==> src/rtl/bus_arbiter_pkg.sv <==
// rtl/bus_arbiter_pkg.sv - shared types and bus select codes for the internal bus arbiter
package bus_arbiter_pkg;

  localparam int SEL_W = 5;

  typedef enum logic [1:0] {
    ST_IDLE   = 2'd0,
    ST_XFER   = 2'd1,
    ST_LOCKED = 2'd2
  } arb_state_e;

  // Bus mux source codes; R0..R15 map directly onto codes 0..15
  localparam logic [SEL_W-1:0] SEL_R0  = 5'd0,  SEL_R1  = 5'd1,  SEL_R2  = 5'd2,  SEL_R3  = 5'd3;
  localparam logic [SEL_W-1:0] SEL_R4  = 5'd4,  SEL_R5  = 5'd5,  SEL_R6  = 5'd6,  SEL_R7  = 5'd7;
  localparam logic [SEL_W-1:0] SEL_R8  = 5'd8,  SEL_R9  = 5'd9,  SEL_R10 = 5'd10, SEL_R11 = 5'd11;
  localparam logic [SEL_W-1:0] SEL_R12 = 5'd12, SEL_R13 = 5'd13, SEL_R14 = 5'd14, SEL_R15 = 5'd15;
  localparam logic [SEL_W-1:0] SEL_HI  = 5'd16, SEL_LO  = 5'd17, SEL_ZHI = 5'd18, SEL_ZLO = 5'd19;
  localparam logic [SEL_W-1:0] SEL_PC  = 5'd20, SEL_MDR = 5'd21, SEL_PORT = 5'd22, SEL_CSIGN = 5'd23;

endpackage

==> src/rtl/bus_arbiter_if.sv <==
// rtl/bus_arbiter_if.sv - requester/arbiter handshake and bus drive signals
interface bus_arbiter_if #(
  parameter int NREQ  = 4,
  parameter int DST_W = 24
) ();

  logic [NREQ-1:0]       req;
  logic [NREQ-1:0]       lock;
  logic [NREQ*5-1:0]     src_sel;
  logic [NREQ*DST_W-1:0] dst_ld;
  logic [NREQ-1:0]       gnt;
  logic [4:0]            bus_sel;
  logic [DST_W-1:0]      bus_ld;
  logic                  busy;
  logic                  err;

  modport master (
    output req, lock, src_sel, dst_ld,
    input  gnt, bus_sel, bus_ld, busy, err
  );

  modport slave (
    input  req, lock, src_sel, dst_ld,
    output gnt, bus_sel, bus_ld, busy, err
  );

endinterface

==> src/rtl/bus_arbiter_rr_picker.sv <==
// rtl/bus_arbiter_rr_picker.sv - combinational round-robin winner selection
module bus_arbiter_rr_picker #(
  parameter int N  = 4,
  parameter int PW = 2
) (
  input  logic [N-1:0]  req_i,
  input  logic [PW-1:0] ptr_i,
  output logic [N-1:0]  win_o,
  output logic [PW-1:0] idx_o,
  output logic          valid_o
);

  // Walk from the pointer upward (wrapping) and take the first active request
  always_comb begin
    int pos;
    pos     = 0;
    win_o   = '0;
    idx_o   = '0;
    valid_o = 1'b0;
    for (int k = 0; k < N; k++) begin
      pos = int'(ptr_i) + k;
      if (pos >= N) pos = pos - N;
      for (int i = 0; i < N; i++) begin
        if (!valid_o && (i == pos) && req_i[i]) begin
          valid_o  = 1'b1;
          idx_o    = PW'(i);
          win_o[i] = 1'b1;
        end
      end
    end
  end

endmodule

==> src/rtl/bus_arbiter.sv <==
// rtl/bus_arbiter.sv - round-robin internal bus arbiter with locked bursts (optional BUS_ARB_STATS_EN counters)
module bus_arbiter
  import bus_arbiter_pkg::*;
#(
  parameter int NREQ    = 4,
  parameter int DST_W   = 24,
  parameter int MAX_SRC = 23
) (
  input  logic          clock,
  input  logic          clear_n,
  bus_arbiter_if.slave  bus
`ifdef BUS_ARB_STATS_EN
  ,
  output logic [31:0]   xfer_cnt,
  output logic [15:0]   err_cnt
`endif
);

  localparam int PW = (NREQ > 1) ? $clog2(NREQ) : 1;

  arb_state_e        state_q, state_d;
  logic [NREQ-1:0]   gnt_q, gnt_d;
  logic [SEL_W-1:0]  sel_q, sel_d;
  logic [DST_W-1:0]  ld_q, ld_d;
  logic              err_q, err_d;
  logic [PW-1:0]     ptr_q, ptr_d;
  logic [PW-1:0]     idx_q, idx_d;

  logic [NREQ-1:0]   pick_win;
  logic [PW-1:0]     pick_idx;
  logic              pick_valid;

  logic              hold;
  logic              win_v;
  logic [NREQ-1:0]   win_oh;
  logic [PW-1:0]     win_idx;
  logic [SEL_W-1:0]  src_w;
  logic [DST_W-1:0]  dst_w;
  logic              legal;

  bus_arbiter_rr_picker #(
    .N  (NREQ),
    .PW (PW)
  ) u_picker (
    .req_i   (bus.req),
    .ptr_i   (ptr_q),
    .win_o   (pick_win),
    .idx_o   (pick_idx),
    .valid_o (pick_valid)
  );

  // Next state: keep a locked legal winner, otherwise rearbitrate; then qualify the winner's request
  always_comb begin
    state_d = ST_IDLE;
    gnt_d   = '0;
    sel_d   = '0;
    ld_d    = '0;
    err_d   = 1'b0;
    ptr_d   = ptr_q;
    idx_d   = idx_q;
    hold    = 1'b0;
    win_v   = 1'b0;
    win_oh  = '0;
    win_idx = idx_q;
    src_w   = '0;
    dst_w   = '0;
    legal   = 1'b0;

    case (state_q)
      ST_IDLE, ST_XFER, ST_LOCKED: begin
        // An illegal transfer never starts or extends a burst
        hold = (state_q != ST_IDLE) && !err_q && (|(gnt_q & bus.req & bus.lock));
        if (hold) begin
          win_v   = 1'b1;
          win_oh  = gnt_q;
          win_idx = idx_q;
          state_d = ST_LOCKED;
        end else if (pick_valid) begin
          win_v   = 1'b1;
          win_oh  = pick_win;
          win_idx = pick_idx;
          state_d = ST_XFER;
        end
      end
      default: state_d = ST_IDLE;
    endcase

    if (win_v) begin
      for (int i = 0; i < NREQ; i++) begin
        if (PW'(i) == win_idx) begin
          src_w = bus.src_sel[i*SEL_W +: SEL_W];
          dst_w = bus.dst_ld[i*DST_W +: DST_W];
        end
      end
      legal = (int'(src_w) <= MAX_SRC) && (dst_w != '0) &&
              ((dst_w & (dst_w - DST_W'(1))) == '0);
      gnt_d = win_oh;
      idx_d = win_idx;
      ptr_d = (win_idx == PW'(NREQ - 1)) ? '0 : win_idx + PW'(1);
      if (legal) begin
        sel_d = src_w;
        ld_d  = dst_w;
      end else begin
        err_d = 1'b1;
      end
    end
  end

  // State and registered bus drive; reset clears everything immediately
  always_ff @(posedge clock or negedge clear_n) begin
    if (!clear_n) begin
      state_q <= ST_IDLE;
      gnt_q   <= '0;
      sel_q   <= '0;
      ld_q    <= '0;
      err_q   <= 1'b0;
      ptr_q   <= '0;
      idx_q   <= '0;
    end else begin
      state_q <= state_d;
      gnt_q   <= gnt_d;
      sel_q   <= sel_d;
      ld_q    <= ld_d;
      err_q   <= err_d;
      ptr_q   <= ptr_d;
      idx_q   <= idx_d;
    end
  end

  assign bus.gnt     = gnt_q;
  assign bus.bus_sel = sel_q;
  assign bus.bus_ld  = ld_q;
  assign bus.err     = err_q;
  assign bus.busy    = (|gnt_q) && !err_q;

`ifdef BUS_ARB_STATS_EN
  logic [31:0] xfer_cnt_q;
  logic [15:0] err_cnt_q;

  // Count each cycle a legal transfer is driven and each error pulse (error count saturates)
  always_ff @(posedge clock or negedge clear_n) begin
    if (!clear_n) begin
      xfer_cnt_q <= '0;
      err_cnt_q  <= '0;
    end else begin
      if (bus.busy) xfer_cnt_q <= xfer_cnt_q + 32'd1;
      if (err_q && (err_cnt_q != 16'hFFFF)) err_cnt_q <= err_cnt_q + 16'd1;
    end
  end

  assign xfer_cnt = xfer_cnt_q;
  assign err_cnt  = err_cnt_q;
`endif

endmodule
==> src/flat_wrapper.sv <==
// flat-port wrapper written by rule: the top's interface ports become plain ports
module bus_arbiter_flat import bus_arbiter_pkg::*;
#(
  parameter int NREQ    = 4,
  parameter int DST_W   = 24,
  parameter int MAX_SRC = 23
)
  (clock, clear_n, bus_req, bus_lock, bus_src_sel, bus_dst_ld, bus_gnt, bus_bus_sel, bus_bus_ld, bus_busy, bus_err);
  bus_arbiter_if #(.NREQ(NREQ), .DST_W(DST_W)) bus_i ();
  input  logic clock;
  input  logic clear_n;
  input wire logic [$bits(bus_i.req)-1:0] bus_req;
  input wire logic [$bits(bus_i.lock)-1:0] bus_lock;
  input wire logic [$bits(bus_i.src_sel)-1:0] bus_src_sel;
  input wire logic [$bits(bus_i.dst_ld)-1:0] bus_dst_ld;
  output wire logic [$bits(bus_i.gnt)-1:0] bus_gnt;
  output wire logic [$bits(bus_i.bus_sel)-1:0] bus_bus_sel;
  output wire logic [$bits(bus_i.bus_ld)-1:0] bus_bus_ld;
  output wire logic [$bits(bus_i.busy)-1:0] bus_busy;
  output wire logic [$bits(bus_i.err)-1:0] bus_err;
  assign bus_i.req = bus_req;
  assign bus_i.lock = bus_lock;
  assign bus_i.src_sel = bus_src_sel;
  assign bus_i.dst_ld = bus_dst_ld;
  assign bus_gnt = bus_i.gnt;
  assign bus_bus_sel = bus_i.bus_sel;
  assign bus_bus_ld = bus_i.bus_ld;
  assign bus_busy = bus_i.busy;
  assign bus_err = bus_i.err;
  bus_arbiter #(.NREQ(NREQ), .DST_W(DST_W), .MAX_SRC(MAX_SRC)) u_core (.clock(clock), .clear_n(clear_n), .bus(bus_i));
endmodule
==> config.mk <==
export PLATFORM = sky130hd
export DESIGN_NAME = bus_arbiter_flat
export DESIGN_NICKNAME = d
export VERILOG_FILES = /design/src/rtl/bus_arbiter_pkg.sv /design/src/rtl/bus_arbiter_if.sv /design/src/rtl/bus_arbiter_rr_picker.sv /design/src/rtl/bus_arbiter.sv /design/src/flat_wrapper.sv
export SDC_FILE = /design/constraint.sdc
export NUM_CORES = 1
export LEC_CHECK = 0
export ABC_AREA = 1
export BUFFER_PORTS_ARGS = -buffer_cell sky130_fd_sc_hd__buf_4
export CAP_MARGIN = 0
export CORE_ASPECT_RATIO = 2
export CORE_UTILIZATION = 43
export DETAILED_ROUTE_END_ITERATION = 10
export PLACE_DENSITY_LB_ADDON = 0.08
export SETUP_SLACK_MARGIN = 0.5
export SYNTH_ARGS = -nofsm -noshare
export SYNTH_HDL_FRONTEND = slang
export SYNTH_SLANG_ARGS = --single-unit
==> constraint.sdc <==
create_clock -name clock -period 4.2 [get_ports clock]
set_input_delay 0.21 -clock clock [delete_from_list [all_inputs] [get_ports clock]]
set_output_delay 0.21 -clock clock [all_outputs]
set_load 0.01 [all_outputs]
# After elaboration in Yosys (flattened, before gate mapping)
# Cells that the tools add are included.
# word_totals
out_inout_bits	35
in_bits	126
register_bits	40
# op_classes
n_reduce_logical	64
addsub	9
n_lt_le_gt_ge	5
bitwise	3
mux	80
eq_ne	19
# ops
op	count
== test 3 x 32 -> 1 bit, first input constant	8
two-way mux 24 bit	7
== test 2 x 32 -> 1 bit, first input constant	4
zero test 32 bit	4
two-way mux 32 bit	4
two-way mux 2 bit	20
two-way mux 1 bit	38
logical AND 1 bit	36
two-way mux 5 bit	7
bitwise AND 24 bit	1
zero test 24 bit	1
nonzero test 24 bit	1
subtractor 24 x 1 -> 24 bit, second input constant	1
zero test 1 bit	16
two-way mux 4 bit	4
subtractor 3 x 3 -> 4 bit, second input constant	3
>= comparator 3 bit, second input constant	3
bitwise AND 4 bit	2
OR reduction 4 bit	2
adder 2 x 2 -> 3 bit, second input constant	2
<= comparator 5 bit, second input constant	1
== test 2 bit, first input constant	2
== test 2 bit, second input constant	2
zero test 2 bit	2
9 further kinds	9

# Logic depth before layout (Yosys ltp)
# logic_depth
ltp_word	80
ltp_mapped	33

# Modules after synthesis
# From an unflattened synthesis, not the netlist that was laid out.
# hier_totals
cells_unflattened	607
hier_area_um2	3623.5
# modules_own_cells
module	cells_per_inst	instances	area_per_inst_um2
bus_arbiter	530	1	3220.6
bus_arbiter_rr_picker	77	1	402.9

# Worst setup path after synthesis
# OpenSTA, ideal clock, no wires.
# synth_timing
kind	reg-to-reg
startpoint	register u_core.ptr_q[1]
endpoint	register u_core.ld_q[17] (netlist: u_core.bus.bus_ld[17])
path_stages_with_launch	31
required_time_ps	4131
arrival_time_ps	4012
slack_ps	119
path_buffers	3
synth_period_minus_slack_ps	4081
cell_sequence	dfrtp_1 inv_1 nand3_1 nand2_1 nor2_1 nand4_1 nor2_1 nand4_1 nor2_2 nand4_1 o21ai_1 inv_1 o22ai_1 inv_1 ha_1 buf_2 a21oi_1 nand2_1 nand3_1 nand2_1 nor2_1 nand2_1 nor2_4 nand2_1 o21ai_0 nand3_1 nor3_2 nand4_1 buf_2 buf_6 nor2_2
# synth_via
elab_chain_len	80
# synth_lines
element	line_no	rtl
from (decl)	bus_arbiter.sv:26	logic [PW-1:0] ptr_q, ptr_d;
from (signal assigned)	bus_arbiter.sv:125	ptr_q <= ptr_d;
subtractor 2 x 3 -> 4 bit or >= comparator 2 x 3 -> 1 bit (tied branches)	bus_arbiter_rr_picker.sv:22	if (pos >= N) pos = pos - N;
two-way mux 32 bit	bus_arbiter_rr_picker.sv:22	
zero test 32 bit	bus_arbiter_rr_picker.sv:24	if (!valid_o && (i == pos) && req_i[i]) begin
logical AND 1 bit	bus_arbiter_rr_picker.sv:24	
two-way mux 1 bit	bus_arbiter_rr_picker.sv:24	
zero test 1 bit	bus_arbiter_rr_picker.sv:24	
logical AND 1 bit (2 in series)	bus_arbiter_rr_picker.sv:24	
two-way mux 1 bit	bus_arbiter_rr_picker.sv:24	
[59 not listed]	--	
named net u_core.win_idx[1]	bus_arbiter.sv:36	logic [PW-1:0] win_idx;
[5 not listed]	--	
two-way mux 24 bit	bus_arbiter.sv:88	if (win_v) begin
subtractor 24 x 1 -> 24 bit	bus_arbiter.sv:96	((dst_w & (dst_w - DST_W'(1))) == '0);
bitwise AND 24 bit	bus_arbiter.sv:96	
zero test 24 bit	bus_arbiter.sv:96	
logical AND 1 bit	bus_arbiter.sv:95	legal = (int'(src_w) <= MAX_SRC) && (dst_w != '0) &&
two-way mux 24 bit (*)	bus_arbiter.sv:100	if (legal) begin
two-way mux 24 bit (*)	bus_arbiter.sv:88	
named net u_core.ld_d[17]	bus_arbiter.sv:24	logic [DST_W-1:0] ld_q, ld_d;
to (signal assigned)	bus_arbiter.sv:123	ld_q <= ld_d;
to (decl)	bus_arbiter.sv:24	
# Mark *: on every way through the listed nets, which the timed path passes. The rest lies on a longest branch. The select of a mux whose other input is x is not followed.
# A chain may end at the register's enable or synchronous reset.

# Worst setup path in the final report
# layout_timing
startpoint	register u_core.ptr_q[0]
endpoint	register u_core.ld_q[2] (netlist: u_core.bus.bus_ld[2])
# layout_via
elab_chain_len	80
# layout_lines
element	line_no
subtractor 2 x 3 -> 4 bit or >= comparator 2 x 3 -> 1 bit (tied branches)	bus_arbiter_rr_picker.sv:22
two-way mux 32 bit	bus_arbiter_rr_picker.sv:22
zero test 32 bit	bus_arbiter_rr_picker.sv:24
logical AND 1 bit	bus_arbiter_rr_picker.sv:24
two-way mux 1 bit	bus_arbiter_rr_picker.sv:24
zero test 1 bit	bus_arbiter_rr_picker.sv:24
logical AND 1 bit (2 in series)	bus_arbiter_rr_picker.sv:24
two-way mux 1 bit	bus_arbiter_rr_picker.sv:24
[64 not listed]	--
two-way mux 24 bit	bus_arbiter.sv:88
subtractor 24 x 1 -> 24 bit	bus_arbiter.sv:96
bitwise AND 24 bit	bus_arbiter.sv:96
zero test 24 bit	bus_arbiter.sv:96
logical AND 1 bit	bus_arbiter.sv:95
two-way mux 24 bit	bus_arbiter.sv:100
two-way mux 24 bit (*)	bus_arbiter.sv:88
named net u_core.ld_d[2]	bus_arbiter.sv:24
# Marks and branches as above.

==> impl_metrics.py <==
metrics = {
    "worst_hold_path": {
        "hp-class": "in -> reg",
        "whs_path_depth": 3,
    },
    "setup_path": {
        "cp-end-kind": "flip-flop",
        "worstRegToRegCells": 30,
        "crit_buf_inv": 10,
        "worst_path_max_delay_cell": "dfrtp_2",
        "worstPathRequired_ns": 4.41,
        "cp-start-kind": "flip-flop",
        "crit_path_max_fanout": 7,
        "timing_worst_setup_path_type": "reg -> reg",
        "crit_cells": 30,
        "arrival_ns": 4.91,
        "slowest_delay_ns": 0.49,
        "crit_family": "simple AND/OR/NAND/NOR gates",
    },
    "drt": {
        "remaining_drc_errors": 0,
        "ant_nets": 0,
        "vias": 4947,
        "vias_per_cell": 5.37,
        "drt-pass1-iter-count": 5,
        "routedWlPerCell_um": 16.8,
        "first_iter_violations": 354,
        "wl_mm": 15.4,
    },
    "synthesis": {
        "postSynthNetCount": 727,
        "synth-edff-count": 0,
        "synth_fa_ha_area_frac": 0.0143,
        "synth-compound-area-share": 0.106,
        "syn_area_um2": 3510,
        "syn_inst": 597,
        "synthMuxAreaShare": 0.00857,
        "ys_seq_area_frac": 0.286,
        "ys.flop_type": "dfrtp_1",
        "synthDistinctLibCells": 35,
        "synth_seq_cells": 40,
        "ys_warn_count": 0,
        "synth_top_family_by_area": "simple AND/OR/NAND/NOR gates",
        "synth.avg_cell_area_um2": 5.87,
        "synthXorXnorAreaFrac": 0,
        "synthSimpleGateAreaFrac": 0.485,
        "async_flop_share": 1.00,
    },
    "sta": {
        "rsz0062_at_grt": "yes",
        "maxSlewHeadroom": 0.677,
        "hold_slack_ns": 0.194,
        "finalCritPeriodShare": 1.12,
        "final-hold-violation-count": 0,
        "layout_min_cycle_time_ns": 4.70,
        "setup_viol": 31,
        "layout_setup_ws_ns": -0.502,
        "final_max_slew_viol_count": 0,
        "max_freq_mhz": 213,
        "worstMarginPinSlew_ns": 0.485,
        "fin_worst_skew_ns": 0.0123,
    },
    "global_route": {
        "overflow": 0,
        "antenna_found_initial": 0,
        "grt_pass1_vias": 4677,
        "grt_max_degree": 44,
        "grt_use_total": 0.359,
        "grt_pass1_wl_mm": 23.0,
    },
    "clocking": {
        "h-tree-depth": 2,
        "cts_buffer_depth": 2,
        "numCtsBuffers": 5,
        "cts-root-buf": "clkbuf_16",
        "cts_tree": "done",
        "clkLatencyLatePin_ns": 0.29,
        "clkSlewWorstSetupHoldPaths_ns": 0.06,
        "cts.sinks": 40,
    },
    "place": {
        "io_buffers": 160,
        "gp_congestion": 0.946,
        "dpl.hpwl_mm": 9.90,
    },
    "die": {
        "die_h_um": 130,
        "rows": 46,
        "core_region_area_um2": 7890,
        "start_util": 0.445,
        "io_pins": 161,
        "die_w_um": 65.9,
        "dieArea_um2": 8540,
    },
    "final_layout": {
        "diodes": 0,
        "area_delta_synth_final_pct": 73.3,
        "drive_above_1_share": 0.473,
        "final_common_cell": "buf_4",
        "nets": 954,
        "final_cell_mix": "230 x buf_4, 185 x nand2_1, 50 x nor2_1",
    },
    "run_status": {
        "status": "complete, but fails checks",
        "violations": "negative setup slack",
    },
    "flow_run": {
        "maxCapViolations": 0,
    },
}
## path summary, 6_finish.rpt
| path | from | end | slack [ns] |
|---|---|---|---|
| worst max-delay path | u_core.ptr_q[0] | u_core.bus.bus_ld[2] | -0.50 |
| worst min-delay path | bus_src_sel[15] | u_core.bus.bus_sel[0] | 0.19 |
| worst max register to register | u_core.ptr_q[0] | u_core.bus.bus_ld[2] | -0.50 |
| worst min register to register | u_core.idx_q[1] | u_core.idx_q[1] | 0.55 |
| max in group asynchronous | clear_n | u_core.ptr_q[0] | 3.35 |
| min in group asynchronous | clear_n | u_core.ptr_q[1] | 0.49 |
## synth_stat cells (2+ instances only)
master	number	area share
nand2_1	220	0.24
nor2_1	80	0.086
inv_1	53	0.057
nand3_1	44	0.063
dfrtp_1	40	0.29
a21oi_1	38	0.054
o21ai_0	15	0.021
buf_2	14	0.020
nor2_2	13	0.023
nand4_1	10	0.018
or2_0	9	0.016
or2_2	8	0.014
nor3_1	7	0.010
clkbuf_1	6	0.0064
ha_1	4	0.014
or2_1	4	0.0071
a22oi_1	3	0.0064
buf_4	3	0.0064
mux2i_1	3	0.0086
o22ai_1	3	0.0054
a31oi_1	2	0.0036
buf_6	2	0.0064
inv_2	2	0.0021
nor2_4	2	0.0064
o21ai_1	2	0.0029
## state kept, by name, summed over array words and instances, names as in the netlist
signal,flops
u_core.bus.bus_ld,24
u_core.bus.bus_sel,5
u_core.bus.err,1
u_core.bus.gnt,4
u_core.idx_q,2
u_core.ptr_q,2
u_core.state_q,2
## routing by layer
layer | share of wire | global-route usage | up-vias
met5 | 0 | 0.0250 | -
met1 | 0.34 | 0.361 | 2244
li1 | - | - | 2336
met4 | 0.071 | 0.243 | 0
met2 | 0.53 | 0.628 | 281
met3 | 0.065 | 0.0918 | 86
## logic make-up after synthesis
kind of cell / Yosys count
compound gates: 68
fa+ha+maj: 4
buf+inv: 82
flops: 40
mux: 3
simple gates: 400
## stage by stage
step / instance area [µm²] / setup slack (ns) / util / std cells / TNS [ns]
after detailed placement: 4950 / -0.336 / 0.628 / 850 / -8.87
after global placement: 4950 / -0.188 / 0.628 / 850 / -5.21
after floorplan: 3590 / 0.340 / - / 597 / 0
after CTS: 5650 / -0.160 / 0.717 / 909 / -4.46
after global routing: 6070 / -0.853 / 0.770 / 921 / -24.82
final: 6070 / -0.502 / 0.770 / 921 / -14.06
## layout make-up
cell class                      instances  area [µm²]
Clock inverter                          3        18.8
Tap cell                               96         120
Sequential cell                        40        1000
Inverter                               56         216
Clock buffer                            5         125
Fill cell                             581        1810
Timing Repair Buffer                  246        1970
Multi-Input combinational cell        475        2620
## worst min-delay path, stage by stage
cell and delay (ns):
buf_4 0.08, mux2i_1 0.07, nor2_2 0.09
## timing repair
| action | in CTS | in global routing |
|---|---|---|
| gates resized for setup | 49 | 96 |
| hold buffers | 1 | 0 |
| gates cloned | 3 | 0 |
| endpoints found under the setup margin | 30 | 31 |
| buffers inserted | 47 | 12 |
| pin swaps | 25 | 51 |
| hold endpoints to repair | 40 | 0 |
Power is left out: the tool's default activity adds up to more than one toggle a clock period on the data nets, which glitch-free logic cannot reach.
